[src/rtl/mux4_arb_pkg.sv]
// -----------------------------------------------------------------------------
// mux4_arb_pkg
// Shared definitions for the 4-channel round-robin mux arbiter:
//   - arb_state_t   : arbiter FSM states (ARB_IDLE, ARB_GRANT)
//   - NUM_CH        : number of requesting channels (4)
//   - onehot_to_idx : binary index of the set bit in a one-hot grant vector
// -----------------------------------------------------------------------------
package mux4_arb_pkg;

    localparam int NUM_CH = 4;

    typedef enum logic {
        ARB_IDLE  = 1'b0,
        ARB_GRANT = 1'b1
    } arb_state_t;

    // OR-encodes the set bit positions. The result is only meaningful for a
    // one-hot input; an all-zero input yields 0.
    function automatic logic [1:0] onehot_to_idx(input logic [NUM_CH-1:0] oh);
        logic [1:0] idx;
        idx = '0;
        for (int i = 0; i < NUM_CH; i++) begin
            if (oh[i]) begin
                idx = idx | 2'(i);
            end
        end
        return idx;
    endfunction

endpackage

[src/rtl/mux4_sel.sv]
// -----------------------------------------------------------------------------
// mux4_sel
// Purely combinational DATA_W-wide 4:1 multiplexer. The arbiter top level
// registers the output.
//
// Ports:
//   i_sel    in  2       binary channel select
//   i_din0-3 in  DATA_W  channel data
//   o_dout   out DATA_W  selected channel data
// -----------------------------------------------------------------------------
module mux4_sel #(
    parameter int DATA_W = 1
) (
    input  logic [1:0]        i_sel,
    input  logic [DATA_W-1:0] i_din0,
    input  logic [DATA_W-1:0] i_din1,
    input  logic [DATA_W-1:0] i_din2,
    input  logic [DATA_W-1:0] i_din3,
    output logic [DATA_W-1:0] o_dout
);

    always_comb begin
        // NOTE: o_dout is assigned on every path (full case plus default), so
        // no latch is inferred.
        o_dout = '0;
        unique case (i_sel)
            2'd0:    o_dout = i_din0;
            2'd1:    o_dout = i_din1;
            2'd2:    o_dout = i_din2;
            2'd3:    o_dout = i_din3;
            default: o_dout = '0;
        endcase
    end

endmodule

[src/rtl/mux4_rr_arbiter.sv]
// -----------------------------------------------------------------------------
// mux4_rr_arbiter
// Round-robin controller for a shared 4:1 mux. Arbitrates four level-sensitive
// requests, drives a registered one-hot grant and binary select, and registers
// the selected channel data onto dout one cycle after the grant.
//
// Configuration macro:
//   MUX4_ARB_HOLD_LIMIT_EN - when defined, an owner is forced to hand over
//                            after MAX_HOLD consecutive cycles if another
//                            channel is waiting. When undefined, arbitration
//                            is non-preemptive and MAX_HOLD is ignored.
//
// Ports:
//   clk        in  1       rising-edge clock
//   rst_n      in  1       synchronous active-low reset
//   req        in  4       per-channel request, level-sensitive
//   din0-din3  in  DATA_W  channel data
//   grant      out 4       one-hot owner, registered; 0 = no owner
//   sel        out 2       binary owner index, registered; holds in IDLE
//   busy       out 1       high while in GRANT state
//   dout       out DATA_W  registered mux output
//   dout_valid out 1       dout carries owner data
// -----------------------------------------------------------------------------
module mux4_rr_arbiter
    import mux4_arb_pkg::*;
#(
    parameter int DATA_W   = 1,
    parameter int MAX_HOLD = 4
) (
    input  logic                clk,
    input  logic                rst_n,
    input  logic [NUM_CH-1:0]   req,
    input  logic [DATA_W-1:0]   din0,
    input  logic [DATA_W-1:0]   din1,
    input  logic [DATA_W-1:0]   din2,
    input  logic [DATA_W-1:0]   din3,
    output logic [NUM_CH-1:0]   grant,
    output logic [1:0]          sel,
    output logic                busy,
    output logic [DATA_W-1:0]   dout,
    output logic                dout_valid
);

    arb_state_t          r_state, w_state_nxt;
    logic [NUM_CH-1:0]   r_grant, w_grant_nxt;
    logic [1:0]          r_sel,   w_sel_nxt;
    logic [1:0]          r_ptr,   w_ptr_nxt;
    logic [DATA_W-1:0]   r_dout;
    logic                r_dout_valid;
    logic [DATA_W-1:0]   w_mux_out;

    logic [NUM_CH-1:0]   w_cand;        // channels eligible to become owner
    logic                w_found;       // some eligible channel is requesting
    logic [1:0]          w_pick;        // first eligible channel from r_ptr
    logic                w_owner_req;   // current owner still requesting
    logic                w_change;      // owner changes at this edge

`ifdef MUX4_ARB_HOLD_LIMIT_EN
    localparam int              HOLD_W    = (MAX_HOLD > 1) ? $clog2(MAX_HOLD) : 1;
    localparam logic [HOLD_W-1:0] HOLD_LAST = HOLD_W'(MAX_HOLD - 1);
    logic [HOLD_W-1:0]   r_hold_cnt, w_hold_nxt;
`else
    logic                w_unused_max_hold;
    assign w_unused_max_hold = (MAX_HOLD > 0);
`endif

    // While granted, the owner is masked out so a search finds the *next*
    // requester; r_ptr is already owner+1, so the search starts right after it.
    assign w_cand      = (r_state == ARB_GRANT) ? (req & ~r_grant) : req;
    assign w_owner_req = |(req & r_grant);

    // Priority search in rotating order r_ptr, r_ptr+1, ... (2-bit wrap).
    always_comb begin
        w_found = 1'b0;
        w_pick  = r_ptr;
        for (int i = 0; i < NUM_CH; i++) begin
            if (!w_found && w_cand[r_ptr + 2'(i)]) begin
                w_found = 1'b1;
                w_pick  = r_ptr + 2'(i);
            end
        end
    end

    // Next-state / next-output logic.
    always_comb begin
        w_state_nxt = r_state;
        w_grant_nxt = r_grant;
        w_ptr_nxt   = r_ptr;
        w_change    = 1'b0;
`ifdef MUX4_ARB_HOLD_LIMIT_EN
        w_hold_nxt  = r_hold_cnt;
`endif

        unique case (r_state)
            ARB_IDLE: begin
                if (w_found) begin
                    w_change = 1'b1;
                end
            end
            ARB_GRANT: begin
                if (!w_owner_req) begin
                    if (w_found) begin
                        w_change = 1'b1;
                    end else begin
                        w_state_nxt = ARB_IDLE;
                        w_grant_nxt = '0;
                    end
                end
`ifdef MUX4_ARB_HOLD_LIMIT_EN
                else if (r_hold_cnt == HOLD_LAST && w_found) begin
                    w_change = 1'b1;
                end else if (r_hold_cnt != HOLD_LAST) begin
                    w_hold_nxt = r_hold_cnt + HOLD_W'(1);
                end
`endif
            end
            default: begin
                w_state_nxt = ARB_IDLE;
                w_grant_nxt = '0;
            end
        endcase

        if (w_change) begin
            w_state_nxt = ARB_GRANT;
            w_grant_nxt = NUM_CH'(1) << w_pick;
            w_ptr_nxt   = w_pick + 2'd1;
`ifdef MUX4_ARB_HOLD_LIMIT_EN
            w_hold_nxt  = '0;
`endif
        end
    end

    // sel tracks the grant bit and keeps its last value while no one owns.
    assign w_sel_nxt = (w_grant_nxt != '0) ? onehot_to_idx(w_grant_nxt) : r_sel;

    mux4_sel #(
        .DATA_W (DATA_W)
    ) u_mux (
        .i_sel  (r_sel),
        .i_din0 (din0),
        .i_din1 (din1),
        .i_din2 (din2),
        .i_din3 (din3),
        .o_dout (w_mux_out)
    );

    // NOTE: state registers use non-blocking assignments so every register
    // samples the pre-edge values computed above.
    always_ff @(posedge clk) begin
        if (!rst_n) begin
            r_state      <= ARB_IDLE;
            r_grant      <= '0;
            r_sel        <= '0;
            r_ptr        <= '0;
            r_dout       <= '0;
            r_dout_valid <= 1'b0;
`ifdef MUX4_ARB_HOLD_LIMIT_EN
            r_hold_cnt   <= '0;
`endif
        end else begin
            r_state      <= w_state_nxt;
            r_grant      <= w_grant_nxt;
            r_sel        <= w_sel_nxt;
            r_ptr        <= w_ptr_nxt;
            // Data path lags the grant by one cycle: it captures the channel
            // selected by the grant that is already on the outputs.
            r_dout       <= (|r_grant) ? w_mux_out : '0;
            r_dout_valid <= |r_grant;
`ifdef MUX4_ARB_HOLD_LIMIT_EN
            r_hold_cnt   <= w_hold_nxt;
`endif
        end
    end

    assign grant      = r_grant;
    assign sel        = r_sel;
    assign busy       = (r_state == ARB_GRANT);
    assign dout       = r_dout;
    assign dout_valid = r_dout_valid;

endmodule

[config.mk]
export PLATFORM = sky130hd
export DESIGN_NAME = mux4_rr_arbiter
export DESIGN_NICKNAME = d
export VERILOG_FILES = /design/src/rtl/mux4_arb_pkg.sv /design/src/rtl/mux4_sel.sv /design/src/rtl/mux4_rr_arbiter.sv
export SDC_FILE = /design/constraint.sdc
export NUM_CORES = 1
export LEC_CHECK = 0
export CORE_MARGIN = 5
export CORE_UTILIZATION = 46
export DETAILED_ROUTE_END_ITERATION = 6
export PLACE_DENSITY = 0.78
export SYNTH_ARGS = -nofsm -noshare
export SYNTH_HDL_FRONTEND = slang
export SYNTH_SLANG_ARGS = --single-unit
[constraint.sdc]
create_clock -name clk -period 2.8 [get_ports clk]
set_input_delay 0.42 -clock clk [delete_from_list [all_inputs] [get_ports clk]]
set_output_delay 0.42 -clock clk [all_outputs]
set_load 0.03 [all_outputs]
# --- Word level (Yosys, flattened, before mapping) ---
# Cells that the tools add are included.
totals:
  regBits: 11
  in_bits: 10
  out_inout_bits: 9
  elab_cells: 63
classes:
  addsub: 4
  order_cmp: 4
  eq_ne: 3
  shifts: 1
  muxes: 30
  bitwise_logic: 4
  n_reduce_logical: 11
ops:
  columns: ["cell", "n"]
  rows:
  - ["$mux 4", 5]
  - ["$mux 1", 14]
  - ["$lt 2x3->1 const B", 4]
  - ["$mux 2", 5]
  - ["$and 4x4->4", 2]
  - ["$bmux 1 s2", 4]
  - ["$reduce_or 4->1", 2]
  - ["$add 2x1->2 const B", 2]
  - ["$add 2x2->2 const B", 2]
  - ["$eq 2x2->1 const B", 2]
  - ["$not 4->4", 1]
  - ["$pmux 1 s4", 1]
  - ["$reduce_bool 4->1", 1]
  - ["$shl 1x2->4 const A", 1]
  - ["$logic_and 1x1->1", 3]
  - ["$logic_not 1->1", 3]
  - ["$eq 2x1->1 const B", 1]
  - ["$logic_not 2->1", 1]
  - ["$pmux 1 s2", 1]
  - ["$reduce_and 2->1", 1]
  - ["$not 1->1", 1]

# --- Longest topological paths before layout ---
depth:
  ltp_word: 22
  depth_mapped: 13
  depth_no_buf: 12

# --- By module ---
# A second synthesis with hierarchy kept.
unflattened:
  hier_cells: 89
  hier_area_um2: 770.7
modules_own_cells:
  columns: ["mod", "n_inst", "cells_each", "area_each_um2", "seq_area_each_um2"]
  rows:
  - ["mux4_rr_arbiter", 1, 88, 748.2, 220.2]
  - ["mux4_sel", 1, 1, 22.5, 0.0]

# --- Worst setup path before layout ---
# Ideal clock, no wire load.
synth_path:
  path_kind: "register -> register"
  start: "register r_state, in the netlist busy"
  end: "register r_sel[1], in the netlist sel[1]"
  setup_ns: 0.116
  arrival_time_ns: 2.457
  required_ns: 2.684
  slack_ns: 0.226
  stages_incl_launch_ff: 12
  path_buffers: 1
  synth_period_minus_slack_ns: 2.574
  path_cell_list: "dfxtp_1 > buf_6 > nand2_1 > nand2_1 > nor2_1 > or2_2 > a21o_1 > ha_1 > mux2_1 > a222oi_1 > a21boi_0 > a41o_1"
synth_between:
  elab_chain_len: 19
  word_cells_on_any_way: 34
  cone_classes: "shift (1); mux (25); bitwise (1); reduce/logical (7)"
synth_rtl:
  columns: ["element", "line", "rtl"]
  rows:
  - ["start, declared", "mux4_rr_arbiter.sv:44", "arb_state_t r_state, w_state_nxt;"]
  - ["start signal, assigned", "mux4_rr_arbiter.sv:161", "r_state <= w_state_nxt;"]
  - ["$mux 4", "mux4_rr_arbiter.sv:69", "assign w_cand = (r_state == ARB_GRANT) ? (req & ~r_grant) : req;"]
  - ["$bmux 1 s2", "mux4_rr_arbiter.sv:77", "if (!w_found && w_cand[r_ptr + 2'(i)]) begin"]
  - ["$mux 1 (not written as such)", "mux4_rr_arbiter.sv:77", null]
  - ["$mux 1", "mux4_rr_arbiter.sv:77", null]
  - ["$logic_not 1->1", "mux4_rr_arbiter.sv:77", null]
  - ["$logic_and 1x1->1", "mux4_rr_arbiter.sv:77", null]
  - ["$mux 1", "mux4_rr_arbiter.sv:77", null]
  - ["$logic_not 1->1", "mux4_rr_arbiter.sv:77", null]
  - ["[2 not listed]", null, null]
  - ["$logic_not 1->1", "mux4_rr_arbiter.sv:77", null]
  - ["$logic_and 1x1->1", "mux4_rr_arbiter.sv:77", null]
  - ["$mux 1", "mux4_rr_arbiter.sv:77", null]
  - ["$mux 1 or $mux 4 (tied branches)", "mux4_rr_arbiter.sv:96, mux4_rr_arbiter.sv:102", null]
  - ["$mux 1 or $mux 4 (tied branches)", "mux4_rr_arbiter.sv:101", "if (!w_owner_req) begin"]
  - ["$pmux 1 s2 or $mux 4 (tied branches)", "mux4_rr_arbiter.sv:94", "unique case (r_state)"]
  - ["$mux 4 *", "mux4_rr_arbiter.sv:123", "if (w_change) begin"]
  - ["$mux 2 (2 in a row)", "mux4_arb_pkg.sv:23", "if (oh[i]) begin"]
  - ["end signal, assigned", "mux4_rr_arbiter.sv:163", "r_sel <= w_sel_nxt;"]
  - ["end, declared", "mux4_rr_arbiter.sv:46", "logic [1:0] r_sel, w_sel_nxt;"]
# Every way passes the cells marked *; elsewhere a longest branch is shown, timed or not. The select of a mux whose other input is x is not followed.
# A chain may end at the register's enable or synchronous reset.

# --- Worst setup path in the final report ---
layout_path:
  start: "input port req[2]"
  end: "register r_sel[1], in the netlist sel[1]"
layout_between:
  elab_chain_len: 20
  word_cells_on_any_way: 36
  cone_classes: "shift (1); mux (25); bitwise (2); reduce/logical (8)"
layout_rtl:
  columns: ["element", "line", "rtl"]
  rows:
  - ["start, declared", "mux4_rr_arbiter.sv:32", "input logic [NUM_CH-1:0] req,"]
  - ["$and 4x4->4", "mux4_rr_arbiter.sv:69", null]
  - ["$mux 4", "mux4_rr_arbiter.sv:69", null]
  - ["$bmux 1 s2", "mux4_rr_arbiter.sv:77", null]
  - ["$mux 1 (not written as such)", "mux4_rr_arbiter.sv:77", null]
  - ["$mux 1", "mux4_rr_arbiter.sv:77", null]
  - ["$logic_not 1->1", "mux4_rr_arbiter.sv:77", null]
  - ["$logic_and 1x1->1", "mux4_rr_arbiter.sv:77", null]
  - ["$mux 1", "mux4_rr_arbiter.sv:77", null]
  - ["[3 not listed]", null, null]
  - ["$logic_not 1->1", "mux4_rr_arbiter.sv:77", null]
  - ["$logic_and 1x1->1", "mux4_rr_arbiter.sv:77", null]
  - ["$mux 1", "mux4_rr_arbiter.sv:77", null]
  - ["$mux 1 or $mux 4 (tied branches)", "mux4_rr_arbiter.sv:96, mux4_rr_arbiter.sv:102", null]
  - ["$mux 1 or $mux 4 (tied branches)", "mux4_rr_arbiter.sv:101", null]
  - ["$pmux 1 s2 or $mux 4 (tied branches)", "mux4_rr_arbiter.sv:94", null]
  - ["$mux 4 *", "mux4_rr_arbiter.sv:123", null]
  - ["$mux 2 (2 in a row)", "mux4_arb_pkg.sv:23", null]
# Marks and branches as above.

==> results.cfg <==
[layout]
finalNonFillerCells = 127
final_nets = 126
postLayoutCellArea_um2 = 1050
layout_commonest_cell = clkdlybuf4s50_1
utilization_pct = 69.4
drive_gt1_share_pct = 22.5
final_cell_mix = 18 x clkdlybuf4s50_1, 13 x buf_4, 10 x dfxtp_1
antenna_cells = 0
syn_to_final_growth_pct = 44.1

[sta]
timing.final.max_slew_violations = 0
relSlewSlack_pct = 76.4
fin_crit_sh_pct = 93.2
max_freq_mhz = 383
hold_viol_final = 0
holdWs_ns = 0.552
worst_slack_ns = 0.190
fin_skew_ns = 0.00595
finalCriticalPeriod_ns = 2.61
tightestPinTransition_ns = 0.354
setup_violations = 0
fin_tns_setup_ns = 0

[worst_setup_path]
reg2reg_from = grant[2]
cp.buffers_inverters = 3
reg2reg_slack_ns = 0.28
slowest_stage = clkdlybuf4s50_1
cp_max_fo = 3
crit_family = compound AO/OA/AOI/OAI gates
reg2reg_to = sel[1]
max_stage_delay_ns = 0.49
critical_path_class = in -> reg
cp-end-kind = flip-flop
r2r_cells = 11
crit_path_start_kind = input pin
path_cells = clkdlybuf4s50_1, nand2_1, a21oi_1, nor2_1, o221ai_1, inv_1, ha_1, mux2_1, a222oi_1, buf_4, a21boi_0, a41o_1
cp.arrival_ns = 2.77
cp.required_ns = 2.96

[drt]
totalWireLength_um = 1810
met1_length_um = 805
vias = 706
routed.top_layer = met4
firstDrtPassIters = 4
drc = 0
met2_length_um = 895
wl_per_cell_um = 14.2
ant_nets = 0
drt_iter0_drc = 8
wl_met3_um = 73
avgViaCountPerCell = 5.56

[yosys]
synth.avg_cell_area_um2 = 9.30
synth_cell_type_count = 36
synthTopCellsByArea = dfxtp_1 30%, ha_1 6.9%, nor2b_1 4.3%, a211oi_1 4.1%, a21boi_0 3.1%
netlist_area_um2 = 726
synth-seq-area-share_pct = 30.3
synth_seq_cells = 11
synthCells = 78
synth_area_leader_cell = dfxtp_1
synth.top_cell.area_share_pct = 30.3
ys.warnings.count = 0
synth_fp_nets = 92

[clocking]
cts_root_buffer = clkbuf_4
path_clk_slew_ns = 0.07
cts_max_path_buffers = 2
cts.sinks = 11
cts_buffers = 3
h-tree-depth = 1
cts_tree = yes
clock_latency_ns = 0.27

[placed_design]
dp_cells = 122
hpwl_um = 1430
dp_slack_ns = -0.199
gp_congestion = 0.797
placed_cell_area_um2 = 1000
io_buffers = 18

[min_path]
holdPathEnd = sel[1]
hold_depth = 1
hold_class = reg -> reg
hold_start = sel[1]

[grt]
grt_pass1_wl_um = 3130
first_global_vias = 709
grt_max_degree = 13
antenna_found_initial = 0
grtUsageTotal_pct = 16.4
gr-total-overflow = 0

[job]
drv_cap = 0

[floorplan]
dieHeight_um = 49.7
dieArea_um2 = 2470
coreArea_um2 = 1510
num_rows = 14
io_pins = 19
start_util_pct = 48.2
die_w_um = 49.7

[pwr]
max-vdd-ir-drop_uv = 579
power_mw = 0.948
p_leak_nw = 0.459
p_per_area_nw_per_um2 = 907

[run_status]
outcome = finished clean
[sequential cells by signal, summed over array words and instances, names as in the netlist]
name	flops
sel	2
grant	4
busy	1
dout	1
dout_valid	1
r_ptr	2
[timing repair]
action,in CTS,in global routing
buffers inserted,0,1
setup endpoints to repair,0,2
hold buffers,0,0
resized for setup,0,4
[worst max-delay path by stage]
| stage | start | end | slack, ns | depth (start not counted) |
|---|---|---|---|---|
| 2_1_floorplan | busy | sel[1] | 0.23 | 11 |
| 3_3_place_gp | req[1] | sel[1] | -0.1 | 9 |
| 3_5_place_dp | req[1] | sel[1] | -0.20 | 9 |
| 4_1_cts | req[1] | sel[1] | 0.08 | 9 |
| 5_1_grt | req[2] | sel[1] | -0.009 | 12 |
| 6_report | req[2] | sel[1] | 0.19 | 12 |
[worst register-to-register path: stages (launching register included)]
cell and delay [ns]:
dfxtp_1 0.44, nand2_1 0.08, nand2_1 0.12, nor2_1 0.06
or2_2 0.27, a21o_1 0.21, ha_1 0.21, mux2_1 0.28
a222oi_1 0.28, buf_4 0.19, a21boi_0 0.08, a41o_1 0.21
[layout make-up]
type,count,area (um^2)
timing repair buffer,31,278
clock buffer,4,26.3
inverter,5,18.8
sequential,11,221
tap,16,20.0
fill,123,460
multi-input combinational,60,482
[Yosys cell counts, drive strengths merged]
cell type / number
dfxtp: 11
a21boi: 7
nor2: 7
nand2: 6
inv: 5
nor2b: 5
a211oi: 4
ha: 4
a21oi: 2
a22oi: 2
a41o: 2
and3: 2
mux2i: 2
or2: 2
a2111oi: 1
a21o: 1
a221oi: 1
a222oi: 1
and2: 1
buf: 1
clkbuf: 1
mux2: 1
mux4: 1
nand2b: 1
nor3: 1
nor4: 1
o211a: 1
o21ai: 1
o221ai: 1
o22a: 1
o41a: 1
[cells by family after synthesis]
family / share of synthesized area, %
AO/OA/AOI/OAI: 30.5
adder cells (fa/ha/maj): 6.90
buffers and inverters: 4.65
flip-flops: 30.3
multiplexers: 7.41
AND/OR/NAND/NOR: 20.2
[power by group]
group | switching [mW] | internal [mW] | total [mW]
clock | 0.0508 | 0.0551 | 0.106
combinational | 0.289 | 0.283 | 0.571
sequential | 0.0603 | 0.211 | 0.271
[per-layer routing]
metal,vias to the layer above,GRT usage (%)
met5,-,0
met4,0,7.86
met3,4,3.01
met2,16,29.2
met1,326,18.2
li1,360,-
(Power assumes the default switching activity.)
